[src/rtl/sha512_pkg.sv]
//============================================================================
// Module      : sha512_pkg
// Description : Shared constants and state type for the SHA-512 message padder.
// Revision    : 1.0 - initial release
//============================================================================
`default_nettype none

package sha512_pkg;

    localparam int CHUNK_BITS      = 1024;
    localparam int WORD_BITS       = 64;
    localparam int WORDS_PER_CHUNK = CHUNK_BITS / WORD_BITS;

    localparam logic [WORD_BITS-1:0] PAD_WORD_80 = 64'h8000_0000_0000_0000;

    typedef enum logic [1:0] {
        FILL  = 2'd0,
        PAD80 = 2'd1,
        LEN   = 2'd2,
        OUT   = 2'd3
    } pad_state_t;

endpackage

`default_nettype wire

[src/rtl/sha512_pad_word.sv]
//============================================================================
// Module      : sha512_pad_word
// Description : Keeps the first nbytes bytes of a big-endian word, puts 0x80
//               in byte nbytes and zeroes the rest; nbytes >= 8 passes through.
// Revision    : 1.0 - initial release
//============================================================================
`default_nettype none

module sha512_pad_word
    import sha512_pkg::*;
(
    input  logic [WORD_BITS-1:0] data,
    input  logic [3:0]           nbytes,
    output logic [WORD_BITS-1:0] word
);

    localparam int c_BYTES = WORD_BITS / 8;

    for (genvar b = 0; b < c_BYTES; b++) begin : g_byte
        assign word[WORD_BITS-1-8*b -: 8] =
            (4'(b) < nbytes)  ? data[WORD_BITS-1-8*b -: 8] :
            (4'(b) == nbytes) ? 8'h80 : 8'h00;
    end

endmodule

`default_nettype wire

[src/rtl/sha512_pad.sv]
//============================================================================
// Module      : sha512_pad
// Description : FIPS 180-4 padder/chunker feeding the SHA-512 compressor.
//               Optional sticky error port enabled by SHA512_PAD_ERR_EN.
// Revision    : 1.0 - initial release
//============================================================================
`default_nettype none

module sha512_pad
    import sha512_pkg::*;
#(
    parameter int LEN_W = 64
) (
    input  logic                  clk,
    input  logic                  reset,
    input  logic                  in_valid,
    output logic                  in_ready,
    input  logic [WORD_BITS-1:0]  in_data,
    input  logic                  in_last,
    input  logic [3:0]            in_bytes,
    output logic [CHUNK_BITS-1:0] chunk,
    output logic                  chunk_valid,
    input  logic                  chunk_ready,
    output logic                  chunk_first,
    output logic                  chunk_last
`ifdef SHA512_PAD_ERR_EN
    ,
    output logic                  err
`endif
);

    pad_state_t           r_state;
    pad_state_t           r_ret;
    pad_state_t           w_state_nxt;
    pad_state_t           w_ret_nxt;
    logic [4:0]           r_idx;
    logic [4:0]           w_idx_inc;
    logic [WORD_BITS-1:0] r_buf [WORDS_PER_CHUNK];
    logic [LEN_W-1:0]     r_byte_cnt;
    logic [LEN_W-1:0]     w_cnt_next;
    logic                 r_first;
    logic                 r_last;
    logic                 r_hold;
    logic [3:0]           w_nb;
    logic [3:0]           w_add;
    logic [WORD_BITS-1:0] w_word;
    logic [WORD_BITS-1:0] w_wr_data;
    logic                 w_wr_en;
    logic                 w_len_wr;
    logic                 w_handoff;
    logic                 w_accept;
    logic [127:0]         w_bitlen;

    assign w_nb      = (in_bytes > 4'd8) ? 4'd8 : in_bytes;
    assign w_add     = in_last ? w_nb : 4'd8;
    assign w_accept  = in_valid && in_ready;
    assign w_idx_inc = r_idx + 5'd1;
    assign w_bitlen  = 128'({r_byte_cnt, 3'b000});

`ifdef SHA512_PAD_ERR_EN
    logic [LEN_W:0] w_cnt_sum;
    logic           r_err;

    assign w_cnt_sum  = {1'b0, r_byte_cnt} + (LEN_W+1)'(w_add);
    assign w_cnt_next = w_cnt_sum[LEN_W-1:0];
    assign err        = r_err;

    always_ff @(posedge clk) begin
        if (reset) begin
            r_err <= 1'b0;
        end else if (w_accept && ((in_last && (in_bytes > 4'd8)) || w_cnt_sum[LEN_W])) begin
            r_err <= 1'b1;
        end
    end
`else
    assign w_cnt_next = r_byte_cnt + LEN_W'(w_add);
`endif

    // Non-last words go through with nbytes=8, i.e. unmodified
    sha512_pad_word u_word (
        .data   (in_data),
        .nbytes (w_add),
        .word   (w_word)
    );

    assign in_ready    = (r_state == FILL) && !r_hold;
    assign chunk_valid = (r_state == OUT);
    assign chunk_first = r_first;
    assign chunk_last  = r_last;

    for (genvar i = 0; i < WORDS_PER_CHUNK; i++) begin : g_chunk
        assign chunk[CHUNK_BITS-1-WORD_BITS*i -: WORD_BITS] = r_buf[i];
    end

    always_comb begin
        w_state_nxt = r_state;
        w_ret_nxt   = r_ret;
        w_wr_en     = 1'b0;
        w_wr_data   = w_word;
        w_len_wr    = 1'b0;
        w_handoff   = 1'b0;
        unique case (r_state)
            FILL: begin
                if (w_accept) begin
                    w_wr_en = 1'b1;
                    if (!in_last) begin
                        if (w_idx_inc == 5'(WORDS_PER_CHUNK)) begin
                            w_state_nxt = OUT;
                            w_ret_nxt   = FILL;
                        end
                    end else if (w_nb != 4'd8) begin
                        // Length needs words 14 and 15 free
                        if (w_idx_inc <= 5'd14) begin
                            w_state_nxt = LEN;
                        end else begin
                            w_state_nxt = OUT;
                            w_ret_nxt   = LEN;
                        end
                    end else if (w_idx_inc == 5'(WORDS_PER_CHUNK)) begin
                        w_state_nxt = OUT;
                        w_ret_nxt   = PAD80;
                    end else begin
                        w_state_nxt = PAD80;
                    end
                end
            end
            PAD80: begin
                w_wr_en   = 1'b1;
                w_wr_data = PAD_WORD_80;
                if (w_idx_inc <= 5'd14) begin
                    w_state_nxt = LEN;
                end else begin
                    w_state_nxt = OUT;
                    w_ret_nxt   = LEN;
                end
            end
            LEN: begin
                w_len_wr    = 1'b1;
                w_state_nxt = OUT;
                w_ret_nxt   = FILL;
            end
            OUT: begin
                if (chunk_ready) begin
                    w_handoff   = 1'b1;
                    w_state_nxt = r_ret;
                end
            end
            default: ;
        endcase
    end

    always_ff @(posedge clk) begin
        if (reset) begin
            r_state    <= FILL;
            r_ret      <= FILL;
            r_idx      <= '0;
            r_byte_cnt <= '0;
            r_first    <= 1'b1;
            r_last     <= 1'b0;
            r_hold     <= 1'b1;
            for (int i = 0; i < WORDS_PER_CHUNK; i++) begin
                r_buf[i] <= '0;
            end
        end else begin
            r_hold  <= 1'b0;
            r_state <= w_state_nxt;
            r_ret   <= w_ret_nxt;
            if (w_accept) begin
                r_byte_cnt <= w_cnt_next;
            end
            if (w_handoff) begin
                for (int i = 0; i < WORDS_PER_CHUNK; i++) begin
                    r_buf[i] <= '0;
                end
                r_idx   <= '0;
                r_first <= r_last;
                r_last  <= 1'b0;
                if (r_last) begin
                    r_byte_cnt <= '0;
                end
            end else begin
                if (w_wr_en) begin
                    r_buf[r_idx[3:0]] <= w_wr_data;
                    r_idx             <= w_idx_inc;
                end
                if (w_len_wr) begin
                    r_buf[14] <= w_bitlen[127:64];
                    r_buf[15] <= w_bitlen[63:0];
                    r_last    <= 1'b1;
                end
            end
        end
    end

endmodule

`default_nettype wire

[config.mk]
export PLATFORM = sky130hd
export DESIGN_NAME = sha512_pad
export DESIGN_NICKNAME = d
export VERILOG_FILES = /design/src/rtl/sha512_pkg.sv /design/src/rtl/sha512_pad_word.sv /design/src/rtl/sha512_pad.sv
export SDC_FILE = /design/constraint.sdc
export NUM_CORES = 1
export LEC_CHECK = 0
export ABC_AREA = 1
export CORE_AREA = 2 2 429 431
export DETAILED_ROUTE_END_ITERATION = 12
export DIE_AREA = 0 0 431 433
export SLEW_MARGIN = 20
export SYNTH_ARGS = -nofsm -noshare
export SYNTH_HDL_FRONTEND = slang
export SYNTH_SLANG_ARGS = --single-unit
[constraint.sdc]
create_clock -name clk -period 5.27 [get_ports clk]
set_clock_uncertainty 0.2 [all_clocks]
set_input_delay 1.054 -clock clk [delete_from_list [all_inputs] [get_ports clk]]
set_output_delay 1.054 -clock clk [all_outputs]
set_load 0.005 [all_outputs]
**Word level (Yosys, flattened, before mapping)**

Memory sizes are Yosys's and may differ from the RTL's.
Cells that the tools add are included.

- $add $sub $neg: 2
- Order comparisons: 10
- Eq/ne operators: 16
- Muxes and demuxes: 76
- Bitwise operators: 18
- Reduce and logical (&&, ||, !) cells: 10

Operator list:

| kind | number |
|---|---|
| $mux 64 | 23 |
| $mux 8 | 16 |
| $add 64x4->64 | 1 |
| $reduce_or 64->1 | 1 |
| $mux 2 | 12 |
| $mux 1 | 19 |
| $or 1x1->1 | 18 |
| $eq 3x4->1 const A | 4 |
| $lt 3x4->1 const A | 4 |
| $mux 4 | 3 |
| $eq 2x4->1 const A | 2 |
| $lt 1x4->1 const A | 2 |
| $lt 2x4->1 const A | 2 |
| $pmux 2 s4 | 1 |
| $pmux 2 s3 | 1 |
| $add 5x1->5 const B | 1 |
| $eq 5x5->1 const B | 1 |
| $le 5x4->1 const B | 1 |
| $eq 1x4->1 const A | 1 |
| $eq 2x2->1 const B | 2 |
| $gt 4x4->1 const B | 1 |
| $logic_not 4->1 | 1 |
| $ne 4x4->1 const B | 1 |
| $reduce_and 4->1 | 1 |
| other kinds (12) | 13 |

- Register bits after elaboration: 76
- RAM bits: 1024
- Bits of input ports: 73
- Output and inout bits: 1028
- Word-level logic and storage cells: 140
- Memories: 1

Memory list:

| name | words | width | rd ports | clocked after Yosys merged registers in | write ports | line | source |
|---|---|---|---|---|---|---|---|
| r_buf | 16 | 64 | 16 | 0 | 16 | sha512_pad.sv:38 | `logic [WORD_BITS-1:0] r_buf [WORDS_PER_CHUNK];` |

**Depth between registers and ports, before layout**

Gate-level depths: netlist of run 1.

- Depth after elaboration: 11
- Gate-level depth with buffers: 17
- Gate-level depth less buffers: 17

**Hierarchy**

Synthesis of run 1 repeated with hierarchy kept, for this count alone.

- Cell total of the unflattened synthesis: 3377
- Area total of the unflattened synthesis: 42155.4 um^2

Modules (own cells, without submodules):

| module | instances | cells each | area each (um^2) | seq. area each (um^2) |
|---|---|---|---|---|
| sha512_pad | 1 | 3221 | 41447.3 | 32271.0 |
| sha512_pad_word | 1 | 156 | 708.2 | 0.0 |

**Worst setup path after synthesis of run 1**

No wires, ideal clock.

- Path type: input to register
- From: input port chunk_ready
- To: memory r_buf[14][0] (enable)
- Library setup time: 424 ps
- Data arrival time: 3438 ps
- Data required time: 4646 ps
- Setup slack: 1208 ps
- Stages: 11
- Path buffers: 2
- Cells stage by stage: nand2_1 inv_1 nor2_1 nand2_2 inv_2 nand2_1 inv_2 nand2_1 buf_2 buf_2 nand2_1

RTL lines:

| element | line | source |
|---|---|---|
| start: declaration | sha512_pad.sv:23 | `input logic chunk_ready,` |
| end: declaration | sha512_pad.sv:38 |  |

==> reports/qor.yml, run 1 <==
run_status:
  result_of_the_run: "finished, final reports clean"
drt:
  ant_nets: 0
  drt-wirelength-per-cell_um: 28.7
  detailroute.via_count: 31034
  drt-total-wl_mm: 196
  drt_pre_antenna_iters: 7
  drc: 0
  drt-vias-per-instance: 4.53
  detailedRoute.firstIterationViolations: 3536
setup_path:
  criticalPathCategory: "reg2reg"
  worstSetupEndpoint: "r_buf[4][15]"
  delay_of_the_slowest_cell_on_the_worst_path_ps: 460
  critical-path-top-cell-by-count: "inv_2"
  required_ps: 5470
  crit_start: "r_state[1]"
  worstSetupPathDepth: 11
  crit_path_cells: "inv_1 > ha_1 > inv_2 > nand2_1 > nand2_2 > inv_2 > nand2_1 > nor2_1 > inv_2 > nand2_4 > buf_12"
  critPathMaxFanout: 37
  cp_slowest_cell: "ha_1"
  ff2ff_path_depth: 11
  critPathCaptureType: "register"
  r2r-start: "r_state[1]"
  timing.critical_path.from_type: "register"
  timing.reg2reg.setup_slack_ps: 1470
  count_of_buffering_cells_on_the_critical_path_with_inverters_included: 5
  worst_reg2reg_endpoint: "r_buf[4][15]"
  largest_delay_contributor_family_on_the_critical_path: "simple AND/OR/NAND/NOR gates"
  cp.arrival_ps: 4000
cells_and_area:
  drive_gt1_frac: 0.0855
  final_nets: 4441
  filler_cell_count: 18083
  area_overhead_vs_synth_pct: 44.7
floorplan:
  boundaryPins: 1101
  height_of_the_die_um: 433
  num_rows: 157
  die_width_um: 431
  floorplan.core_area_um2: 182000
  dieArea_um2: 187000
  initial_utilization: 0.226
synthesis:
  syn-cell-area_um2: 41200
  async_flop_share: 0
  ys_top_cells_by_count: "nor2_1 (1119), edfxtp_1 (1024), nand2_1 (260)"
  synth_most_common_cell: "nor2_1"
  synthesis.instances: 3208
  yosys_register_bits: 1100
  ys.flop_type: "edfxtp_1"
  distinct_cell_type_count_of_the_synthesized_netlist: 45
  synth_sequential_area_ratio: 0.784
  synth_top_cell_by_area: "edfxtp_1"
  netlist.area_leader.share: 0.747
  synth_nets: 3296
  number_of_enable_type_register_cells_in_the_synthesized_netlist: 1024
  synth.avg_cell_area_um2: 12.8
  netlist_top_cells_area: "edfxtp_1 (75%), nor2_1 (10%), dfxtp_1 (3.7%)"
  synth_warnings: 0
timing:
  finalHoldViolCount: 0
  timing.final.max_slew_violations: 0
  maxSlewHeadroom: 0.214
  fmaxAchievable_mhz: 263
  holdWs_ps: 260
  timing.final.crit_period_ps: 3800
  timing_worst_slew_pin_value_ps: 1180
  setup_tns_ps: 0
  final_number_of_setup_violating_endpoints: 0
  fin_crit_sh: 0.722
  layout_setup_ws_ps: 1470
  grt_setup_unrepaired: "no"
power_and_ir_drop:
  cellInternalPower_uw: 16800
  netSwitchingFraction: 0.305
  ir_drop_mv: 0.306
  total_switching_power_uw: 7380
  reported_leakage_power_uw: 0.0213
  power.density_nw_per_um2: 407
  power.share.sequential: 0.449
  combPwrFrac: 0.206
  clock_power_share: 0.345
hold_path:
  worst_hold_path_type: "reg2reg"
  worstHoldStart: "chunk_first"
clocking:
  clock_path_buffers: 3
  numCtsBuffers: 117
  cts_tree: "done"
  numClockSinks: 1100
  postCtsSetupBuffers: 0
  cts.root.buffer_cell: "clkbuf_16"
  cts_resized: 0
  cts_clk_pin_slew_worst_paths_ps: 60
  ctsHoldBuffers: 0
  number_of_h_tree_levels: 3
  worst_skew_late_latency_ps: 760
global_routing:
  global_route.overflow_total: 0
  global_route.usage.total: 0.201
  grt_max_degree: 65
  grt_antenna_before_repair: 23
  grt_pass1_vias: 29582
  grt_first_pass_wirelength_mm: 257
placed_design:
  buffer_ports.inserted: 1100
  dpl.hpwl_mm: 139
  place_worst_setup_slack_ps: 885
  gpl.final_weighted_congestion: 0.883
job:
  max_cap_viol_count: 0
## how the worst min path moves through the flow
stage / end / slack [ps] / cells past startpoint
CTS: chunk_first / 270 / 2
global route: chunk_first / 320 / 2
global placement: r_ret[1] / 250 / 2
floorplan: r_ret[1] / 240 / 2
detailed placement: chunk_first / 250 / 2
finish: chunk_first / 260 / 2
## worst min-delay path, cell delays in order (launching register included)
cell	delay (ps)
dfxtp_1	310
nand2_1	60
nand2_1	50
## cell families after synthesis
group / share of synthesized area
AND/OR/NAND/NOR: 0.155
flip-flops: 0.784
buffers and inverters: 0.0343
AO/OA/AOI/OAI: 0.0179
XOR/XNOR: 0.00425
adder cells (fa/ha/maj): 0.00474
## final cells by class
cell class,instances,area [um^2],share of cell area
tap,2385,2980,0.0501
clock buffer,140,3010,0.0506
clock inverter,82,818,0.0137
sequential,1100,32300,0.542
antenna,5,12.5,0.000210
timing repair buffer,1214,12100,0.204
multi-input combinational,1759,7720,0.130
inverter,161,618,0.0104
## registers in the layout, indices dropped and copies added (netlist names)
register / flops
chunk_first: 1
chunk_last: 1
r_buf: 1024
r_byte_cnt: 64
r_hold: 1
r_idx: 5
r_ret: 2
r_state: 2
## power by group through the flow
stage	sequential (uW)	combinational (uW)	clock, uW
2_1_floorplan	11100	1250	0
5_1_grt	10900	5160	8820
4_1_cts	10900	5060	8500
6_report	10900	4990	8360
3_3_place_gp	11000	5010	0
3_5_place_dp	11000	5050	0
## layer usage
metal	track usage	share of wire	vias up
li1	-	-	13135
met1	0.245	0.37	15679
met2	0.348	0.50	1865
met3	0.0374	0.085	353
met4	0.0848	0.045	2
met5	0	0.000066	-
## cells in the final DEF, fill, tap and decap left out, types with 3 or more instances in the layout
cell and instances:
a21oi_1 22, a21oi_4 3, buf_12 20, buf_4 93, bufinv_16 11, clkbuf_1 23, clkbuf_16 117, clkdlybuf4s50_1 1100
clkinv_1 29, clkinv_16 4, clkinv_2 33, clkinvlp_4 6, dfxtp_1 76, diode_2 5, edfxtp_1 1024, ha_1 14
inv_1 133, inv_2 17, inv_6 5, nand2_1 236, nand2_2 16, nand2_4 17, nand3_1 119, nand3_2 9
nand3b_1 3, nand4_1 24, nor2_1 1117, nor2_2 4, nor2_4 8, nor3_1 19, nor3b_1 4, nor4_1 4
o21ai_0 95, o21ai_1 4, xnor2_1 8, xor2_1 12
## per-stage QoR
| step | std cells | total power, uW | cell area [um^2] | utilization |
|---|---|---|---|---|
| after global placement | 6618 | 16000 | 55700 | 0.306 |
| after floorplan | 3208 | 12300 | 41200 | - |
| after global routing | 6845 | 24900 | 59600 | 0.327 |
| after CTS | 6841 | 24400 | 59600 | 0.327 |
| after detailed placement | 6619 | 16100 | 55700 | 0.306 |
| final | 6846 | 24200 | 59600 | 0.327 |
Note: power is estimated with default switching activity, not from simulation.
==> run 2, diff against run 1 <==
==> constraint.sdc (replaced) <==
create_clock -name clk -period 3.94 [get_ports clk]
set_clock_uncertainty 0.2 [all_clocks]
set_input_delay 0.788 -clock clk [delete_from_list [all_inputs] [get_ports clk]]
set_output_delay 0.788 -clock clk [all_outputs]
set_load 0.005 [all_outputs]
==> run 2 against run 1 <==
Against the previous run: clock power grew 33%; via count grew 0.48%; core utilization grew 0.41 points; non-clock buffer count grew 48; sequential share of layout area shrank 0.67 points; register-to-register slack lost 590 ps; combinational power grew 37%; worst setup slack lost 680 ps; die area is the same; sequential cell count is the same.
==> reports/qor.yml, run 2 (same netlist as run 1, synthesis figures left out) <==
run_status:
  result_of_the_run: "finished, final reports clean"
cells_and_area:
  biggestRegsByFlops: "r_buf x1024, r_byte_cnt x64, r_idx x5"
  mostFrequentLayoutCell: "nor2_1"
  final_nets: 4488  # +1.1%
  largest_register_ffs: 1024  # unchanged
  drive_gt1_frac: 0.0920  # +0.00652
  multi_input_comb_area_um2: 7710  # -0.13%
  largest-register: "r_buf"
  area.sequential_um2: 32300  # unchanged
  layout.cells.most_common_list: "nor2_1 (1117), clkdlybuf4s50_1 (1100), edfxtp_1 (1024), nand2_1 (237), inv_1 (133)"
  filler_cell_count: 18127  # +0.24%
  area_overhead_vs_synth_pct: 46.5
  postLayoutCellArea_um2: 60300  # +1.2%
power_and_ir_drop:
  power.density_nw_per_um2: 537  # +32%
  reported_leakage_power_uw: 0.0217  # +1.8%
  ir_drop_mv: 0.390  # +27%
placed_design:
  gpl.final_weighted_congestion: 0.883  # about the same
  dpl_cell_area_um2: 56500  # +1.4%
  buffer_ports.inserted: 1100  # unchanged
  place_worst_setup_slack_ps: 113  # -772 ps
  dpl.hpwl_mm: 139  # -0.48%
global_routing:
  grt_antenna_before_repair: 16  # -30%
  grt_pass1_vias: 29564  # -0.061%
  global_route.overflow_total: 0  # unchanged
  grt_first_pass_wirelength_mm: 255  # -0.80%
  global_route.usage.total: 0.199  # -0.00191
  grt_max_degree: 64  # -1.5%
setup_path:
  criticalPathCategory: "reg2out"
  critPathCaptureType: "output port"
  ff2ff_path_depth: 13  # +2
  required_ps: 2950  # -2520 ps
  cp.arrival_ps: 2170  # -1830 ps
  timing.critical_path.from_type: "register"
  crit_start: "r_state[0]"
  timing.reg2reg.setup_slack_ps: 880  # -590 ps
  worst_reg2reg_endpoint: "r_buf[9][20]"
  r2r-start: "r_state[0]"
  worstSetupEndpoint: "in_ready"
  critPathMaxFanout: 5  # -86%
timing:
  timing.final.max_slew_violations: 0  # unchanged
  fin_crit_sh: 0.801
  maxSlewHeadroom: 0.288  # +0.0742
  fmaxAchievable_mhz: 317
  timing.final.crit_period_ps: 3160
  final_number_of_setup_violating_endpoints: 0  # unchanged
  setup_tns_ps: 0  # unchanged
  finalHoldViolCount: 0  # unchanged
  timing_worst_slew_pin_value_ps: 1070  # -108 ps
  grt_setup_unrepaired: "no"
  layout_setup_ws_ps: 782  # -685 ps
drt:
  drt-wirelength-per-cell_um: 28.2  # -1.8%
  detailedRoute.firstIterationViolations: 3460  # -2.1%
  drt-vias-per-instance: 4.53  # -0.13%
  drt-total-wl_mm: 194  # -1.2%
  drt_pre_antenna_iters: 5  # -2
  ant_nets: 0  # unchanged
  drc: 0  # unchanged
  detailroute.via_count: 31184  # +0.48%
hold_path:
  worst_hold_path_type: "reg2reg"
clocking:
  postCtsSetupBuffers: 0  # unchanged
  cts_resized: 0  # unchanged
  number_of_h_tree_levels: 3  # unchanged
  clock_path_buffers: 3  # unchanged
  ctsHoldBuffers: 0  # unchanged
  numClockSinks: 1100  # unchanged
  numCtsBuffers: 116  # -0.85%
  cts_clk_pin_slew_worst_paths_ps: 60  # about the same
  cts_tree: "done"
  cts.root.buffer_cell: "clkbuf_16"
  worst_skew_late_latency_ps: 770  # about the same
floorplan:
  die_width_um: 431  # unchanged
  initial_utilization: 0.226  # unchanged
  floorplan.core_area_um2: 182000  # unchanged
  height_of_the_die_um: 433  # unchanged
  dieArea_um2: 187000  # unchanged
  num_rows: 157  # unchanged
  boundaryPins: 1101  # unchanged
job:
  max_cap_viol_count: 0  # unchanged
## run 2: cell types whose count changed in the layout (fill, tap and decap cells not counted), moves of 4 or more
cell	delta
clkbuf_1	+13
buf_4	+11
clkinv_2	-9
clkinvlp_4	-4
clkinv_1	-4
buf_12	+38
## run 2: per-stage QoR
stage / util / power, uW / std cells / hold WS [ps]
final: 0.331 / 32400 / 6888 / 270
after global routing: 0.331 / 33300 / 6886 / 290
after CTS: 0.331 / 32600 / 6884 / 266
after detailed placement: 0.310 / 21600 / 6667 / 248
after global placement: 0.310 / 21600 / 6667 / 249
after floorplan: - / 16500 / 3208 / 237
## run 2: layout make-up
type / instances / share of cell area
flip-flops and latches: 1100 / 0.535
well taps: 2385 / 0.0495
repair buffers: 1262 / 0.215
multi-input cells: 1759 / 0.128
inverters: 161 / 0.0102
clock buffers: 155 / 0.0514
diodes: 4 / 0.000166
clock inverters: 62 / 0.0111
## run 2: power breakdown
| part | internal (uW) | switching (uW) |
|---|---|---|
| logic | 2470 | 4380 |
| clock network | 6210 | 4850 |
| registers | 14100 | 426 |
| total | 22700 | 9650 |
## run 2: critical path, stage by stage (launching register included)
cell             delay (ps)
dfxtp_1                 340
inv_1                   130
ha_1                    230
inv_2                    90
nor2_4                  100
clkdlybuf4s50_1         500
## run 2: worst min-delay path by stage
stage	startpoint	endpoint	slack, ps	cells after the start
6_report	chunk_first	chunk_first	270	2
5_1_grt	chunk_first	chunk_first	290	2
4_1_cts	chunk_first	chunk_first	270	2
3_5_place_dp	chunk_first	chunk_first	250	2
3_3_place_gp	r_ret[1]	r_ret[1]	250	2
2_1_floorplan	r_ret[1]	r_ret[1]	240	2
## run 2: per-layer routing
metal / wire [um] / GRT usage
met1: 72000 / 0.241
met2: 98100 / 0.347
met3: 15300 / 0.0383
met4: 8490 / 0.0842
met5: 10 / 0
